<file path="src/rtl/collision_event_if.sv">
// Collision-event bundle between the object drawers / game_controller and collision_event_gen.
// master = event producer (collision_event_gen), slave = the side driving pixel requests.
interface collision_event_if #(
    parameter int CNT_W = 8
);
    logic             startOfFrame;
    logic             pause;
    logic             smileyDR;
    logic             borderBottomDR;
    logic             obstacleDR;
    // Event outputs are registered single-cycle pulses; no back-pressure exists.
    logic             collisionSmileyBorderBottom;
    logic             collisionSmileyObstacle;
    logic             collisionSmileyObstacleReal;
    logic [CNT_W-1:0] hit_total;
    logic [1:0]       fsm_state;

    modport master (
        input  startOfFrame, pause, smileyDR, borderBottomDR, obstacleDR,
        output collisionSmileyBorderBottom, collisionSmileyObstacle,
               collisionSmileyObstacleReal, hit_total, fsm_state
    );

    modport slave (
        output startOfFrame, pause, smileyDR, borderBottomDR, obstacleDR,
        input  collisionSmileyBorderBottom, collisionSmileyObstacle,
               collisionSmileyObstacleReal, hit_total, fsm_state
    );
endinterface

</file>
<file path="src/rtl/collision_event_gen.sv">
// Turns per-pixel smiley overlaps into one-cycle collision pulses with a frame-based re-arm cooldown.
// Optional saturating real-hit counter enabled by defining HIT_COUNTER_EN.
module collision_event_gen #(
    parameter int COOLDOWN_FRAMES = 4,
    parameter int CNT_W           = 8
) (
    input  logic              clk,
    input  logic              reset,
    collision_event_if.master evt_if
);
    localparam int CW = $clog2(COOLDOWN_FRAMES + 1);
    localparam logic [CW-1:0] CF_LAST = CW'(COOLDOWN_FRAMES);

    localparam logic [1:0] ST_IDLE     = 2'd0;
    localparam logic [1:0] ST_CONTACT  = 2'd1;
    localparam logic [1:0] ST_COOLDOWN = 2'd2;

    logic          sof, ov_b, ov_o;
    logic [1:0]    state_q, state_d;
    logic [CW-1:0] clean_q, clean_d, clean_inc;
    logic          bot_seen_q, bot_seen_d, obs_seen_q, obs_seen_d;
    logic          bot_q, bot_d, obs_q, obs_d, real_q, real_d;

    assign sof       = evt_if.startOfFrame;
    assign ov_b      = evt_if.smileyDR & evt_if.borderBottomDR;
    assign ov_o      = evt_if.smileyDR & evt_if.obstacleDR;
    assign clean_inc = clean_q + 1'b1;

    // Overlap in the SOF cycle belongs to the new frame, so SOF masks the old flag.
    always_comb begin
        bot_d      = 1'b0;
        obs_d      = 1'b0;
        bot_seen_d = 1'b0;
        obs_seen_d = 1'b0;
        if (!evt_if.pause) begin
            bot_d      = ov_b & (sof | ~bot_seen_q);
            obs_d      = ov_o & (sof | ~obs_seen_q);
            bot_seen_d = ov_b | (bot_seen_q & ~sof);
            obs_seen_d = ov_o | (obs_seen_q & ~sof);
        end
    end

    // Frame boundary is evaluated first against the ended frame, then the current overlap.
    always_comb begin
        state_d = state_q;
        clean_d = clean_q;
        real_d  = 1'b0;
        if (sof) begin
            case (state_q)
                ST_CONTACT: begin
                    if (!obs_seen_q) begin
                        clean_d = CW'(1);
                        state_d = (COOLDOWN_FRAMES == 1) ? ST_IDLE : ST_COOLDOWN;
                    end
                end
                ST_COOLDOWN: begin
                    clean_d = clean_inc;
                    if (clean_inc == CF_LAST) state_d = ST_IDLE;
                end
                default: ;
            endcase
        end
        if (ov_o) begin
            if (state_d == ST_IDLE) begin
                real_d  = 1'b1;
                state_d = ST_CONTACT;
                clean_d = '0;
            end else if (state_d == ST_COOLDOWN) begin
                state_d = ST_CONTACT;
                clean_d = '0;
            end
        end
        if (bot_d) begin
            state_d = ST_IDLE;
            clean_d = '0;
        end
        if (evt_if.pause) begin
            real_d  = 1'b0;
            state_d = ST_IDLE;
            clean_d = '0;
        end
    end

    always_ff @(posedge clk) begin
        if (reset) begin
            state_q    <= ST_IDLE;
            clean_q    <= '0;
            bot_seen_q <= 1'b0;
            obs_seen_q <= 1'b0;
            bot_q      <= 1'b0;
            obs_q      <= 1'b0;
            real_q     <= 1'b0;
        end else begin
            state_q    <= state_d;
            clean_q    <= clean_d;
            bot_seen_q <= bot_seen_d;
            obs_seen_q <= obs_seen_d;
            bot_q      <= bot_d;
            obs_q      <= obs_d;
            real_q     <= real_d;
        end
    end

    assign evt_if.collisionSmileyBorderBottom = bot_q;
    assign evt_if.collisionSmileyObstacle     = obs_q;
    assign evt_if.collisionSmileyObstacleReal = real_q;
    assign evt_if.fsm_state                   = state_q;

`ifdef HIT_COUNTER_EN
    logic [CNT_W-1:0] hit_q, hit_d;

    // A bottom pulse means a ball relaunch, which wins over a simultaneous real hit.
    always_comb begin
        hit_d = hit_q;
        if (bot_d) hit_d = '0;
        else if (real_d && (hit_q != {CNT_W{1'b1}})) hit_d = hit_q + 1'b1;
    end

    always_ff @(posedge clk) begin
        if (reset) hit_q <= '0;
        else       hit_q <= hit_d;
    end

    assign evt_if.hit_total = hit_q;
`else
    assign evt_if.hit_total = {CNT_W{1'b0}};
`endif
endmodule

</file>
<file path="src/flat_wrapper.sv">
// flat-port wrapper written by rule: the top's interface ports become plain ports
module collision_event_gen_flat 
#(
    parameter int COOLDOWN_FRAMES = 4,
    parameter int CNT_W           = 8
)
  (clk, reset, evt_if_startOfFrame, evt_if_pause, evt_if_smileyDR, evt_if_borderBottomDR, evt_if_obstacleDR, evt_if_collisionSmileyBorderBottom, evt_if_collisionSmileyObstacle, evt_if_collisionSmileyObstacleReal, evt_if_hit_total, evt_if_fsm_state);
  collision_event_if #(.CNT_W(CNT_W)) evt_if_i ();
  input  logic clk;
  input  logic reset;
  input wire logic [$bits(evt_if_i.startOfFrame)-1:0] evt_if_startOfFrame;
  input wire logic [$bits(evt_if_i.pause)-1:0] evt_if_pause;
  input wire logic [$bits(evt_if_i.smileyDR)-1:0] evt_if_smileyDR;
  input wire logic [$bits(evt_if_i.borderBottomDR)-1:0] evt_if_borderBottomDR;
  input wire logic [$bits(evt_if_i.obstacleDR)-1:0] evt_if_obstacleDR;
  output wire logic [$bits(evt_if_i.collisionSmileyBorderBottom)-1:0] evt_if_collisionSmileyBorderBottom;
  output wire logic [$bits(evt_if_i.collisionSmileyObstacle)-1:0] evt_if_collisionSmileyObstacle;
  output wire logic [$bits(evt_if_i.collisionSmileyObstacleReal)-1:0] evt_if_collisionSmileyObstacleReal;
  output wire logic [$bits(evt_if_i.hit_total)-1:0] evt_if_hit_total;
  output wire logic [$bits(evt_if_i.fsm_state)-1:0] evt_if_fsm_state;
  assign evt_if_i.startOfFrame = evt_if_startOfFrame;
  assign evt_if_i.pause = evt_if_pause;
  assign evt_if_i.smileyDR = evt_if_smileyDR;
  assign evt_if_i.borderBottomDR = evt_if_borderBottomDR;
  assign evt_if_i.obstacleDR = evt_if_obstacleDR;
  assign evt_if_collisionSmileyBorderBottom = evt_if_i.collisionSmileyBorderBottom;
  assign evt_if_collisionSmileyObstacle = evt_if_i.collisionSmileyObstacle;
  assign evt_if_collisionSmileyObstacleReal = evt_if_i.collisionSmileyObstacleReal;
  assign evt_if_hit_total = evt_if_i.hit_total;
  assign evt_if_fsm_state = evt_if_i.fsm_state;
  collision_event_gen #(.COOLDOWN_FRAMES(COOLDOWN_FRAMES), .CNT_W(CNT_W)) u_core (.clk(clk), .reset(reset), .evt_if(evt_if_i));
endmodule
</file>
<file path="config.mk">
export PLATFORM = sky130hd
export DESIGN_NAME = collision_event_gen_flat
export DESIGN_NICKNAME = d
export VERILOG_FILES = /design/src/rtl/collision_event_if.sv /design/src/rtl/collision_event_gen.sv /design/src/flat_wrapper.sv
export SDC_FILE = /design/constraint.sdc
export NUM_CORES = 1
export LEC_CHECK = 0
export CORE_MARGIN = 4
export CORE_UTILIZATION = 41
export CTS_BUF_LIST = sky130_fd_sc_hd__clkbuf_4
export CTS_CLUSTER_SIZE = 14
export DETAILED_ROUTE_END_ITERATION = 10
export HOLD_SLACK_MARGIN = 0.02
export MAX_ROUTING_LAYER = met4
export PLACE_DENSITY = 0.76
export SYNTH_ARGS = -nofsm -noshare
export SYNTH_HDL_FRONTEND = slang
export SYNTH_SLANG_ARGS = --single-unit
</file>
<file path="constraint.sdc">
create_clock -name clk -period 1.6 [get_ports clk]
set_input_delay 0.32 -clock clk [delete_from_list [all_inputs] [get_ports clk]]
set_output_delay 0.32 -clock clk [all_outputs]
set_load 0.01 [all_outputs]
</file>
==> reports/results.tsv <==
metric	value	unit
outcome	finished clean	
final count of negative-setup-slack endpoints	0	
number of levels in the clock H-tree	1	
number of cells traversed by the worst register-to-register path	6	
worst-case clock skew	0.00451	ns
final std cells w/o fill	97	
reg2reg setup slack	0.11	ns
final setup TNS	0	ns
flip-flop and latch count after synthesis	10	
Clock power frac	34.5	%
area occupied by registers	206	sq um
total clock buffers created by CTS	3	
area taken by multi-input logic gates	362	sq um
Leak	0.338	nW
internal power	384	uW
worst stage delay on the critical path	0.54	ns
TritonRoute pass-1 iters	4	
category of the critical setup timing path	reg -> out	
Min Clock Period, post-route	1.52	ns
category of cells accounting for the largest share of critical-path delay	buffers and inverters	
via count of the first global-routing pass	442	
Port Buffer Count	11	
share of the clock period used by the worst path after layout	94.9	%
# IOs	20	
HP Class	reg -> reg	
area of placed instances	736	sq um
share of final-layout standard cells stronger than drive strength 1	25.6	%
number of rows created at floorplan	13	
total power	511	uW
number of nets in the final layout	95	
Crit. End Element	output pin	
DRC marker count from the first detailed-route iteration	4	
worst vdd ir	307	uV
dpl cells	93	
total of max-cap violations	0	
number of hold violations in the final report	0	
Finished Cell Area	782	sq um
layout overhead on the synthesized area	31.6	%
via total after detailed routing	463	
filler instances	120	
routed wire length per instance	11.9	um
initial antenna violation count	0	
worst hold path startpoint	u_core.bot_seen_q$_SDFF_PP0_	
Final ANT Viol Nets	0	
total detailed-routing wirelength	1.15	mm
buffers plus inverters on the worst setup path	1	
areal power density over the cells	653	nW/um^2
reg-to-reg startpoint	u_core.clean_q[0]$_SDFF_PP0_	
# clock sinks	10	
net switching power	126	uW
reg2reg end	u_core.clean_q[0]$_SDFF_PP0_	
Max Buffers Root-to-Sink	2	
CP max FO	6	
number of max-slew violations in the final report	0	
clock latency on the worst-skew pair	0.26	ns
Net Sw Frac	24.7	%
hold-critical path depth	2	
mean post-synth cell area	9.59	sq um
global-route wire length before repair	1.88	mm
CP max-delay cell	clkdlybuf4s50_1	
number of distinct library cells after synthesis	27	
HPWL Detailed	894	um
setup repair after global routing missed its margin	false	
die height	46.1	um
CTS root buf	clkbuf_4	
highest clock rate	659	MHz
total grt overflow	0	
Worst Path Arrival	1.20	ns
worst hold path endpoint	u_core.bot_seen_q$_SDFF_PP0_	
worst path cell trace	clkdlybuf4s50_1	
sequential group share of total power	50.2	%
Final GP Congestion	0.756	
largest net degree at the start of global routing	7	
Netlist Area Pre-Place	594	sq um
WP data required	1.28	ns
floorplan die area	2120	sq um
core area	1330	sq um
clock-pin transition on the worst setup and hold timing paths	0.07	ns
Worst Setup Start Kind	flop	
die width	46.1	um
GRT Util Overall	13.4	%
total inserted antenna cells	0	
Comb pwr share	15.3	%
number of design rule violations left after detail routing	0	
initial standard-cell utilization of the core	44.6	%
TritonCTS clock tree	done	
gate count after technology mapping	62	
sequential element share of the synthesized area	33.7	%
count of synthesis-stage warnings from yosys	0	
vias per inst	4.77	
metal layers:
layer	global-route usage, %	vias to the layer above	wire length (um)
li1	-	234	-
met1	14.1	210	486
met2	22.8	15	578
met3	2.34	4	56
met4	8.52	0	29
met5	-	-	0
kinds of logic (layout without fill, tap and decap cells):
group           Yosys count  in the layout  share of synthesized area, %
buf+inv                  11             24                          12.0
simple gates             21             21                          21.9
flops                    10             10                          33.7
other cells               1              8                         0.631
fa+ha+maj                 5              5                          10.5
compound gates           14             14                          21.3
state kept, by name, indices dropped and copies added (netlist names):
name and count:
u_core.obs_seen_q 1, u_core.evt_if.collisionSmileyObstacle 1, u_core.evt_if.collisionSmileyBorderBottom 1, u_core.clean_q 3, u_core.evt_if.fsm_state 2, u_core.evt_if.collisionSmileyObstacleReal 1, u_core.bot_seen_q 1
metrics by stage:
stage               hold slack (ns)  util, %  setup slack, ns
floorplan                     0.438        -           0.0763
finish                        0.465     58.6           0.0816
global route                  0.494     58.6           0.0216
detailed placement            0.464     55.2          -0.0348
global placement              0.453     55.2         -0.00512
CTS                           0.471     57.2           0.0138
power by group through the flow:
stage,Combinational (mW),Clock [mW],Sequential [mW]
2_1_floorplan,0.0518,0,0.265
3_3_place_gp,0.0760,0,0.263
3_5_place_dp,0.0759,0,0.263
4_1_cts,0.0767,0.178,0.257
5_1_grt,0.0854,0.189,0.257
6_report,0.0783,0.176,0.256
how the worst max path moves through the flow:
stage | from | endpoint | slack (ns) | cells after the start
2_1_floorplan | u_core.evt_if.fsm_state[0]$_SDFF_PP0_ | u_core.clean_q[1]$_SDFF_PP0_ | 0.08 | 6
3_3_place_gp | evt_if_startOfFrame | u_core.evt_if.collisionSmileyObstacleReal$_SDFF_PP0_ | -0.005 | 5
3_5_place_dp | evt_if_startOfFrame | u_core.clean_q[1]$_SDFF_PP0_ | -0.03 | 5
4_1_cts | u_core.evt_if.fsm_state[0]$_SDFF_PP0_ | evt_if_fsm_state[0] | 0.01 | 2
5_1_grt | u_core.evt_if.fsm_state[1]$_SDFF_PP0_ | u_core.evt_if.collisionSmileyObstacleReal$_SDFF_PP0_ | 0.02 | 6
6_report | u_core.evt_if.fsm_state[1]$_SDFF_PP0_ | evt_if_fsm_state[1] | 0.08 | 1
cell usage after synthesis, drive strengths merged:
cell type	instances	share of area [%]
a211oi	1	1.3
a21oi	6	5.7
a221oi	1	2.5
a31o	1	1.5
a32oi	1	1.5
and2	2	2.1
and2b	2	2.5
and3	1	1.1
buf	8	10
conb	1	0.63
dfxtp	10	34
ha	5	11
inv	3	1.9
nand2	2	1.3
nand2b	4	5.5
nor2	5	3.6
nor2b	1	1.1
nor3	1	0.84
nor3b	2	2.5
o21a	1	1.3
o21ai	1	0.84
o21bai	1	3.2
o31ai	1	3.6
or2	1	1.5
layout make-up:
cell class / count / area share, %
repair buffers: 17 / 20.2
flip-flops and latches: 10 / 26.4
clock buffers: 3 / 2.88
well taps: 15 / 2.40
multi-input cells: 48 / 46.2
inverters: 3 / 1.44
clock inverters: 1 / 0.480
placed cells by master (no fill, tap or decap), types with 2 or more instances in the layout:
cell type / Yosys / layout
conb_1: 1 / 8
dfxtp_1: 10 / 7
clkdlybuf4s50_1: 0 / 10
dfxtp_2: 0 / 2
nand2b_1: 3 / 3
and2b_1: 2 / 2
inv_1: 3 / 3
nor3b_1: 2 / 2
nor2_1: 4 / 4
and2_1: 2 / 2
clkbuf_4: 0 / 3
ha_1: 5 / 4
nand2_1: 2 / 2
a21oi_1: 5 / 5
buf_4: 8 / 6
what timing repair did:
action | in CTS | in global routing
resized for setup | 1 | 4
endpoints found under the hold margin | 0 | 0
hold buffers | 0 | 0
setup endpoints to repair | 2 | 3
buffers inserted | 0 | 0
pin swaps | 0 | 2
No activity file was read; power rests on OpenSTA's default activity.
